File: config.mk
export PLATFORM = sky130hd
export DESIGN_NAME = led_breath_pwm
export DESIGN_NICKNAME = d
export VERILOG_FILES = /design/src/rtl/led_breath_pwm.sv
export SDC_FILE = /design/constraint.sdc
export NUM_CORES = 1
export LEC_CHECK = 0
export BUFFER_PORTS_ARGS = -buffer_cell sky130_fd_sc_hd__buf_4
export CELL_PAD_IN_SITES_DETAIL_PLACEMENT = 0
export CELL_PAD_IN_SITES_GLOBAL_PLACEMENT = 1
export CORE_AREA = 2 2 80 82
export DETAILED_ROUTE_END_ITERATION = 16
export DIE_AREA = 0 0 82 84
export MAX_ROUTING_LAYER = met4
export PLACE_DENSITY = 0.72
export REMOVE_ABC_BUFFERS = 1
export SETUP_SLACK_MARGIN = 0.2
export SLEW_MARGIN = 30
export SYNTH_ARGS = -nofsm -noshare
export SYNTH_HDL_FRONTEND = slang
export SYNTH_SLANG_ARGS = --single-unit
File: constraint.sdc
create_clock -name i_clk -period 3.6 [get_ports i_clk]
set_input_delay 0.18 -clock i_clk [delete_from_list [all_inputs] [get_ports i_clk]]
set_output_delay 0.18 -clock i_clk [all_outputs]
set_load 0.05 [all_outputs]
File: src/rtl/led_breath_pwm.sv
// LED breathing PWM driver.
// Consumes a 1 us tick and drives one LED through a repeating cycle:
// ramp up, hold bright, ramp down, hold dark. The duty level changes only
// at PWM period boundaries, so a period never changes its duty part-way.
module led_breath_pwm #(
    parameter int PWM_W    = 8,
    parameter int STEP_INC = 1,
    parameter int STEP_PER = 4,
    parameter int HOLD_PER = 64
) (
    input  logic             i_clk,
    input  logic             i_reset,
    input  logic             i_us_tick,
    input  logic             i_enable,
    output logic             o_led_out,
    output logic [PWM_W-1:0] o_level,
    output logic [2:0]       o_phase,
    output logic             o_period_end
);

    typedef enum logic [2:0] {
        IDLE    = 3'd0,
        UP      = 3'd1,
        HOLD_HI = 3'd2,
        DOWN    = 3'd3,
        HOLD_LO = 3'd4
    } state_t;

    localparam logic [PWM_W-1:0] LMAX       = '1;
    localparam logic [PWM_W-1:0] ONE_P      = PWM_W'(1);
    localparam logic [PWM_W:0]   LMAX_X     = {1'b0, LMAX};
    localparam logic [PWM_W:0]   INC_X      = (PWM_W + 1)'(STEP_INC);
    localparam logic [7:0]       STEP_PER_C = 8'(STEP_PER);
    localparam logic [7:0]       HOLD_PER_C = 8'(HOLD_PER);

    state_t           r_state;
    logic [PWM_W-1:0] r_level;
    logic [PWM_W-1:0] r_pwm_cnt;
    logic [7:0]       r_step_cnt;
    logic [7:0]       r_hold_cnt;
    logic             r_period_end;
    logic             r_led;

    state_t           w_state_next;
    logic [PWM_W-1:0] w_level_next;
    logic [PWM_W-1:0] w_pwm_next;
    logic [7:0]       w_step_next;
    logic [7:0]       w_hold_next;
    logic             w_pe_next;
    logic [PWM_W:0]   w_sum;
    logic [7:0]       w_step_inc;
    logic [7:0]       w_hold_inc;

    assign w_step_inc = r_step_cnt + 8'd1;
    assign w_hold_inc = r_hold_cnt + 8'd1;
    // Level+increment is formed one bit wider so the clamp to LMAX sees any carry.
    assign w_sum      = {1'b0, r_level} + INC_X;

    // Next-state logic: enable low dominates everything, then IDLE start-up,
    // then PWM counting with level/phase decisions only on the counter wrap.
    always_comb begin
        w_state_next = r_state;
        w_level_next = r_level;
        w_pwm_next   = r_pwm_cnt;
        w_step_next  = r_step_cnt;
        w_hold_next  = r_hold_cnt;
        w_pe_next    = 1'b0;
        if (!i_enable) begin
            w_state_next = IDLE;
            w_level_next = '0;
            w_pwm_next   = '0;
            w_step_next  = '0;
            w_hold_next  = '0;
        end else if (r_state == IDLE) begin
            // Start immediately, no tick required; the fresh ramp begins at 0.
            w_state_next = UP;
            w_level_next = '0;
            w_pwm_next   = '0;
            w_step_next  = '0;
            w_hold_next  = '0;
        end else if (i_us_tick) begin
            w_pwm_next = r_pwm_cnt + ONE_P;
            if (r_pwm_cnt == LMAX) begin
                w_pe_next = 1'b1;
                case (r_state)
                    UP: begin
                        if (w_step_inc >= STEP_PER_C) begin
                            w_step_next = '0;
                            if (w_sum >= LMAX_X) begin
                                w_level_next = LMAX;
                                w_state_next = HOLD_HI;
                                w_hold_next  = '0;
                            end else begin
                                w_level_next = w_sum[PWM_W-1:0];
                            end
                        end else begin
                            w_step_next = w_step_inc;
                        end
                    end
                    HOLD_HI: begin
                        if (w_hold_inc >= HOLD_PER_C) begin
                            w_hold_next  = '0;
                            w_step_next  = '0;
                            w_state_next = DOWN;
                        end else begin
                            w_hold_next = w_hold_inc;
                        end
                    end
                    DOWN: begin
                        if (w_step_inc >= STEP_PER_C) begin
                            w_step_next = '0;
                            if ({1'b0, r_level} > INC_X) begin
                                w_level_next = r_level - INC_X[PWM_W-1:0];
                            end else begin
                                // Clamp at zero instead of wrapping below it.
                                w_level_next = '0;
                                w_state_next = HOLD_LO;
                                w_hold_next  = '0;
                            end
                        end else begin
                            w_step_next = w_step_inc;
                        end
                    end
                    HOLD_LO: begin
                        if (w_hold_inc >= HOLD_PER_C) begin
                            w_hold_next  = '0;
                            w_step_next  = '0;
                            w_state_next = UP;
                        end else begin
                            w_hold_next = w_hold_inc;
                        end
                    end
                    default: begin
                        w_state_next = IDLE;
                    end
                endcase
            end
        end
    end

    // State and counter registers; the LED compares against the level that
    // applies to the upcoming tick so a new level takes effect from tick 0.
    always_ff @(posedge i_clk or posedge i_reset) begin
        if (i_reset) begin
            r_state      <= IDLE;
            r_level      <= '0;
            r_pwm_cnt    <= '0;
            r_step_cnt   <= '0;
            r_hold_cnt   <= '0;
            r_period_end <= 1'b0;
            r_led        <= 1'b0;
        end else begin
            r_state      <= w_state_next;
            r_level      <= w_level_next;
            r_pwm_cnt    <= w_pwm_next;
            r_step_cnt   <= w_step_next;
            r_hold_cnt   <= w_hold_next;
            r_period_end <= w_pe_next;
            r_led        <= i_enable && (w_pwm_next < w_level_next);
        end
    end

    assign o_led_out    = r_led;
    assign o_level      = r_level;
    assign o_phase      = r_state;
    assign o_period_end = r_period_end;

endmodule

Word level (Yosys, flattened, before mapping)
Cells that the tools add are included.
W data, S select, Z words.
{ "word_totals": {"reg_bits": 37} }
{ "op_classes": {"n_addsub": 5, "n_lt_le_gt_ge": 5, "mux": 44, "reduce_logical": 7, "n_eq_ne": 16} }
{ "op_table": {"columns": ["operator", "n"], "rows": [
  ["$mux W8", 26],
  ["$pmux W8 S2", 2],
  ["$mux W3", 10],
  ["$add A8 B1 Y8 const B", 3],
  ["$ne A4 B4 Y1 const B", 6],
  ["$pmux W8 S3", 1],
  ["$pmux W3 S4", 1],
  ["$add A8 B1 Y9 const B", 1],
  ["$ge A9 B8 Y1 const B", 1],
  ["$eq A8 B8 Y1 const B", 1],
  ["$ge A8 B3 Y1 const B", 1],
  ["$ge A8 B7 Y1 const B", 1],
  ["$gt A8 B1 Y1 const B", 1],
  ["$lt A8 B8 Y1", 1],
  ["$reduce_and A8 Y1", 1],
  ["$sub A8 B1 Y8 const B", 1],
  ["$reduce_and A7 Y1", 1],
  ["$eq A3 B2 Y1 const B", 2],
  ["$ne A5 B2 Y1 const B", 1],
  ["$mux W1", 4],
  ["$ne A4 B2 Y1 const B", 1],
  ["$ne A4 B3 Y1 const B", 1],
  ["$reduce_and A4 Y1", 1],
  ["$reduce_or A2 Y1", 2],
  ["6 further kinds", 6]
]} }

Longest topological paths before layout
{ "depth": {"depth_word": 11, "depth_mapped": 15, "depth_no_buf": 15} }

Worst setup path after synthesis
OpenSTA, ideal clock, no wires.
{ "synth_path": {"path_kind": "register -> register", "from": "register r_level[0] (netlist: o_level[0])", "to": "register r_led (netlist: o_led_out)", "setup_time_ns": 0.078, "setup_slack_ns": 0.350, "stages_incl_launch_ff": 15, "path_buffers": 0, "t_arrival_ns": 3.172, "required_ns": 3.522, "period_less_slack_ns": 3.250, "cell_sequence": "dfrtp_1 inv_1 ha_1 a21oi_1 o41ai_4 and2b_1 a21oi_1 o221ai_1 ha_1 a21oi_1 nor2b_1 o21ai_0 o2111ai_1 nor2_1 o2bb2ai_1"} }
{ "synth_via": {"elab_chain_len": 11, "elab_cells_between_ends": 15, "classes_between": "2 x add/sub; 3 x order compare; 9 x mux; 1 x reduce/logical"} }
{ "synth_lines": {"columns": ["item", "line", "source"], "rows": [
  ["from (decl)", "37", "logic [PWM_W-1:0] r_level;"],
  ["from (signal assigned)", "154", "r_level <= w_level_next;"],
  ["$add A8 B1 Y9", "57", "assign w_sum = {1'b0, r_level} + INC_X;"],
  ["$ge A9 B8 Y1", "89", "if (w_sum >= LMAX_X) begin"],
  ["$mux W8", "89", null],
  ["$mux W8", "87", "if (w_step_inc >= STEP_PER_C) begin"],
  ["$pmux W8 S2", "85", "case (r_state)"],
  ["$mux W8", "83", "if (r_pwm_cnt == LMAX) begin"],
  ["$mux W8 (*)", "81", "end else if (i_us_tick) begin"],
  ["$mux W8 (*)", "74", "end else if (r_state == IDLE) begin"],
  ["$mux W8 (*)", "68", "if (!i_enable) begin"],
  ["$lt A8 B8 Y1 (*)", "159", "r_led <= i_enable && (w_pwm_next < w_level_next);"],
  ["$logic_and A1 B1 Y1 (*)", "159", null],
  ["to (signal assigned)", "159", null],
  ["to (decl)", "42", "logic r_led;"]
]} }
Mark *: on every way between the ends. The rest lies on a longest branch, timed or not.
A chain may end at the register's enable or synchronous reset.

Final worst setup path
{ "layout_path": {"from": "register r_step_cnt[0]", "to": "register r_led (netlist: o_led_out)"} }
{ "layout_via": {"elab_chain_len": 10, "elab_cells_between_ends": 11, "classes_between": "1 x add/sub; 2 x order compare; 7 x mux; 1 x reduce/logical"} }
{ "layout_lines": {"columns": ["item", "line", "source"], "rows": [
  ["from (decl)", "39", "logic [7:0] r_step_cnt;"],
  ["from (signal assigned)", "156", "r_step_cnt <= w_step_next;"],
  ["$add A8 B1 Y8 (*)", "54", "assign w_step_inc = r_step_cnt + 8'd1;"],
  ["$ge A8 B3 Y1 (*)", "87, 110", null],
  ["$mux W8, on equally long branches", "110, 87", null],
  ["$pmux W8 S2 (*)", "85", null],
  ["$mux W8 (*)", "83", null],
  ["$mux W8 (*)", "81", null],
  ["$mux W8 (*)", "74", null],
  ["$mux W8 (*)", "68", null],
  ["$lt A8 B8 Y1 (*)", "159", null],
  ["$logic_and A1 B1 Y1 (*)", "159", null]
]} }
Marks and branches as above.

==> impl_metrics.ini <==
[timing]
finalHoldViolCount = 0
fmax_ghz = 0.326
setup-tns-final_ps = 0
fin_crit_sh_pct = 85.2
slew_headroom_pct = 61.1
drv_slew = 0
tightest_slew_ps = 577
rsz0062_at_grt = no
clock-skew-final_ps = 9.18
setup_viol = 0
timing.final.crit_period_ps = 3070

[clock_tree]
clk_pin_slew_ps = 90
max-clock-path-buffers = 2
cts_root_buffer = clkbuf_8
clock-sinks = 37
clk_latency_ps = 300
tritoncts = built
post-cts-setup-buffer-count = 0
h-tree-depth = 2
cts_buffers = 5

[floorplan]
initial_utilization_pct = 43.3
die_h_um = 84
core_area_um2 = 6100
row_count = 29
dieArea_um2 = 6890
dieWidth_um = 82
pin_count = 17

[power]
total_power_mw = 1.03
vdd_ir_drop_max_mv = 0.179
pwr_density_cell_nw_per_um2 = 346
power_leakage_nw = 1.35

[yosys]
netlist.area_leader.share_pct = 35.1
ys_top_cells_by_count = 37 x dfrtp_1, 22 x nand2_1, 19 x a21oi_1, 19 x nor2_1, 14 x ha_1
synthCells = 288
async_flop_share_pct = 100
synth-seq-cells = 37
postSynthAreaPerCell_um2 = 9.16
synth.area.top_cells = dfrtp_1 35%, ha_1 6.6%, a21oi_1 3.6%
synth_ff_type = dfrtp_1
syn-cell-area_um2 = 2640
seq_area_frac_synth_pct = 35.1
synth_edf_count = 0
yosys_warnings = 0
synth_top_cell_by_area = dfrtp_1
ys_types = 59
yosysMostFrequentCell = dfrtp_1

[run_status]
status = finished, final reports clean

[worst_setup_path]
required_ps = 3830
critical_path_arrival_ps = 3300
path_class = register to register
crit_fanout = 7
startpoint_type = register
endpoint_kind = register

[global_routing]
antenna_found_initial = 0
grt_use_total_pct = 21.0
grt_pass1_vias = 2110
grt_max_degree = 23
grt_pass1_wl_um = 10900
grt-ovfl-total = 0

[flow_run]
cap_viol_max_count = 0

[layout]
area_growth_pct = 12.4
fin_nets = 323
diodes = 0
drive_above_1_share_pct = 18.3

[detailed_routing]
drcViolationCount = 0
drtIter0Drc = 201
via_count = 2254
drtAntennaViolNets = 0
via_per_inst = 5.89
wl_per_cell_um = 17.0
firstDrtPassIters = 4
totalWireLength_um = 6530

[place]
place_hpwl_um = 4680
io_buffers = 16
gp_congestion = 0.859

[min_path]
worstHoldPathType = primary input to register
[cells in the final DEF (no fill, tap or decap), types with 2 or more instances in the layout]
master / count
dfrtp_1: 37
buf_4: 25
nand2_1: 22
nor2_1: 18
a21oi_1: 18
ha_1: 14
o21ai_0: 13
nand3_1: 12
and2_1: 11
xor2_1: 10
and3_1: 9
nand4_1: 8
or3_1: 7
a31oi_1: 7
inv_1: 7
clkbuf_8: 7
o211ai_1: 6
nor3_1: 5
a211oi_1: 4
xnor2_1: 4
o221a_2: 4
o221ai_1: 4
nor2b_1: 3
o41ai_2: 3
mux2i_1: 3
o31a_1: 3
a21boi_0: 3
a21o_1: 2
and4_1: 2
or2_2: 2
nor3_2: 2
o31ai_1: 2
[final timing paths]
kind,from,end,slack [ps],depth (start not counted)
max reg2reg,r_step_cnt[0]$_DFFE_PP0P_,o_led_out$_DFF_PP0_,530,14
min reg2reg,r_step_cnt[7]$_DFFE_PP0P_,r_step_cnt[7]$_DFFE_PP0P_,510,1
min in group asynchronous,i_reset,r_pwm_cnt[6]$_DFF_PP0_,480,3
max,r_step_cnt[0]$_DFFE_PP0P_,o_led_out$_DFF_PP0_,530,14
min,i_enable,o_phase[0]$_DFFE_PP0P_,220,3
max in group asynchronous,i_reset,r_hold_cnt[7]$_DFFE_PP0P_,2500,4
[registers in the layout, summed over array words and instances, names as in the netlist]
| name | flops |
|---|---|
| r_hold_cnt | 8 |
| o_level | 8 |
| o_led_out | 1 |
| r_step_cnt | 8 |
| o_phase | 3 |
| o_period_end | 1 |
| r_pwm_cnt | 8 |
[layer usage]
metal	vias up	part of all wire [%]	GRT usage (%)	wire, um
met5	-	0	-	0
met4	0	0.93	4.85	61
met3	5	3.4	4.00	225
met2	36	48	31.9	3100
met1	1096	48	28.9	3140
li1	1117	-	-	-
[timing repair]
| action | CTS | global route |
|---|---|---|
| gates resized for setup | 0 | 2 |
| endpoints found under the setup margin | 0 | 1 |
| hold buffers | 1 | 0 |
| endpoints found under the hold margin | 21 | 0 |
[through the flow]
stage	instance area, um2	instances	utilization (%)	hold WS [ps]	worst slack, ps
after floorplan	2560	272	-	314	346
after global placement	2840	374	46.7	481	521
after detailed placement	2840	374	46.7	278	480
after CTS	2960	383	48.5	228	461
after global routing	2970	383	48.6	251	222
final	2970	383	48.6	224	532
[critical path: stages, from the launching register on]
cell       delay (ps)
dfrtp_1           400
ha_1              170
nand2_1            70
o21ai_0           490
a21oi_2           210
and2_1            230
a21oi_1           190
o221ai_1          170
ha_1              350
a21oi_1           130
nor2b_1            50
o21ai_0           160
o2111ai_1         150
nor2_1            120
o2bb2ai_1         120
[kinds of logic after synthesis]
logic type,Yosys count,share of synthesized area (%)
AO/OA/AOI/OAI,81,23.8
XOR/XNOR,15,5.26
adder cells (fa/ha/maj),14,6.64
buffers and inverters,24,4.12
flip-flops,37,35.1
multiplexers,4,1.71
AND/OR/NAND/NOR,113,23.4
[layout make-up]
cell class              count  area (um2)
clock buffers               7        96.3
flip-flops and latches     37         926
fillers                   597        3130
inverters                   8        30.0
well taps                  77        96.3
repair buffers             26         198
clock inverters             1        8.76
multi-input cells         227        1610
[power breakdown]
part / switching (mW) / internal (mW) / total [mW]
clock network: 0.172 / 0.177 / 0.350
registers: 0.0184 / 0.425 / 0.444
logic: 0.151 / 0.0826 / 0.234
total: 0.342 / 0.685 / 1.03
Note: power is estimated with default switching activity, not from simulation.
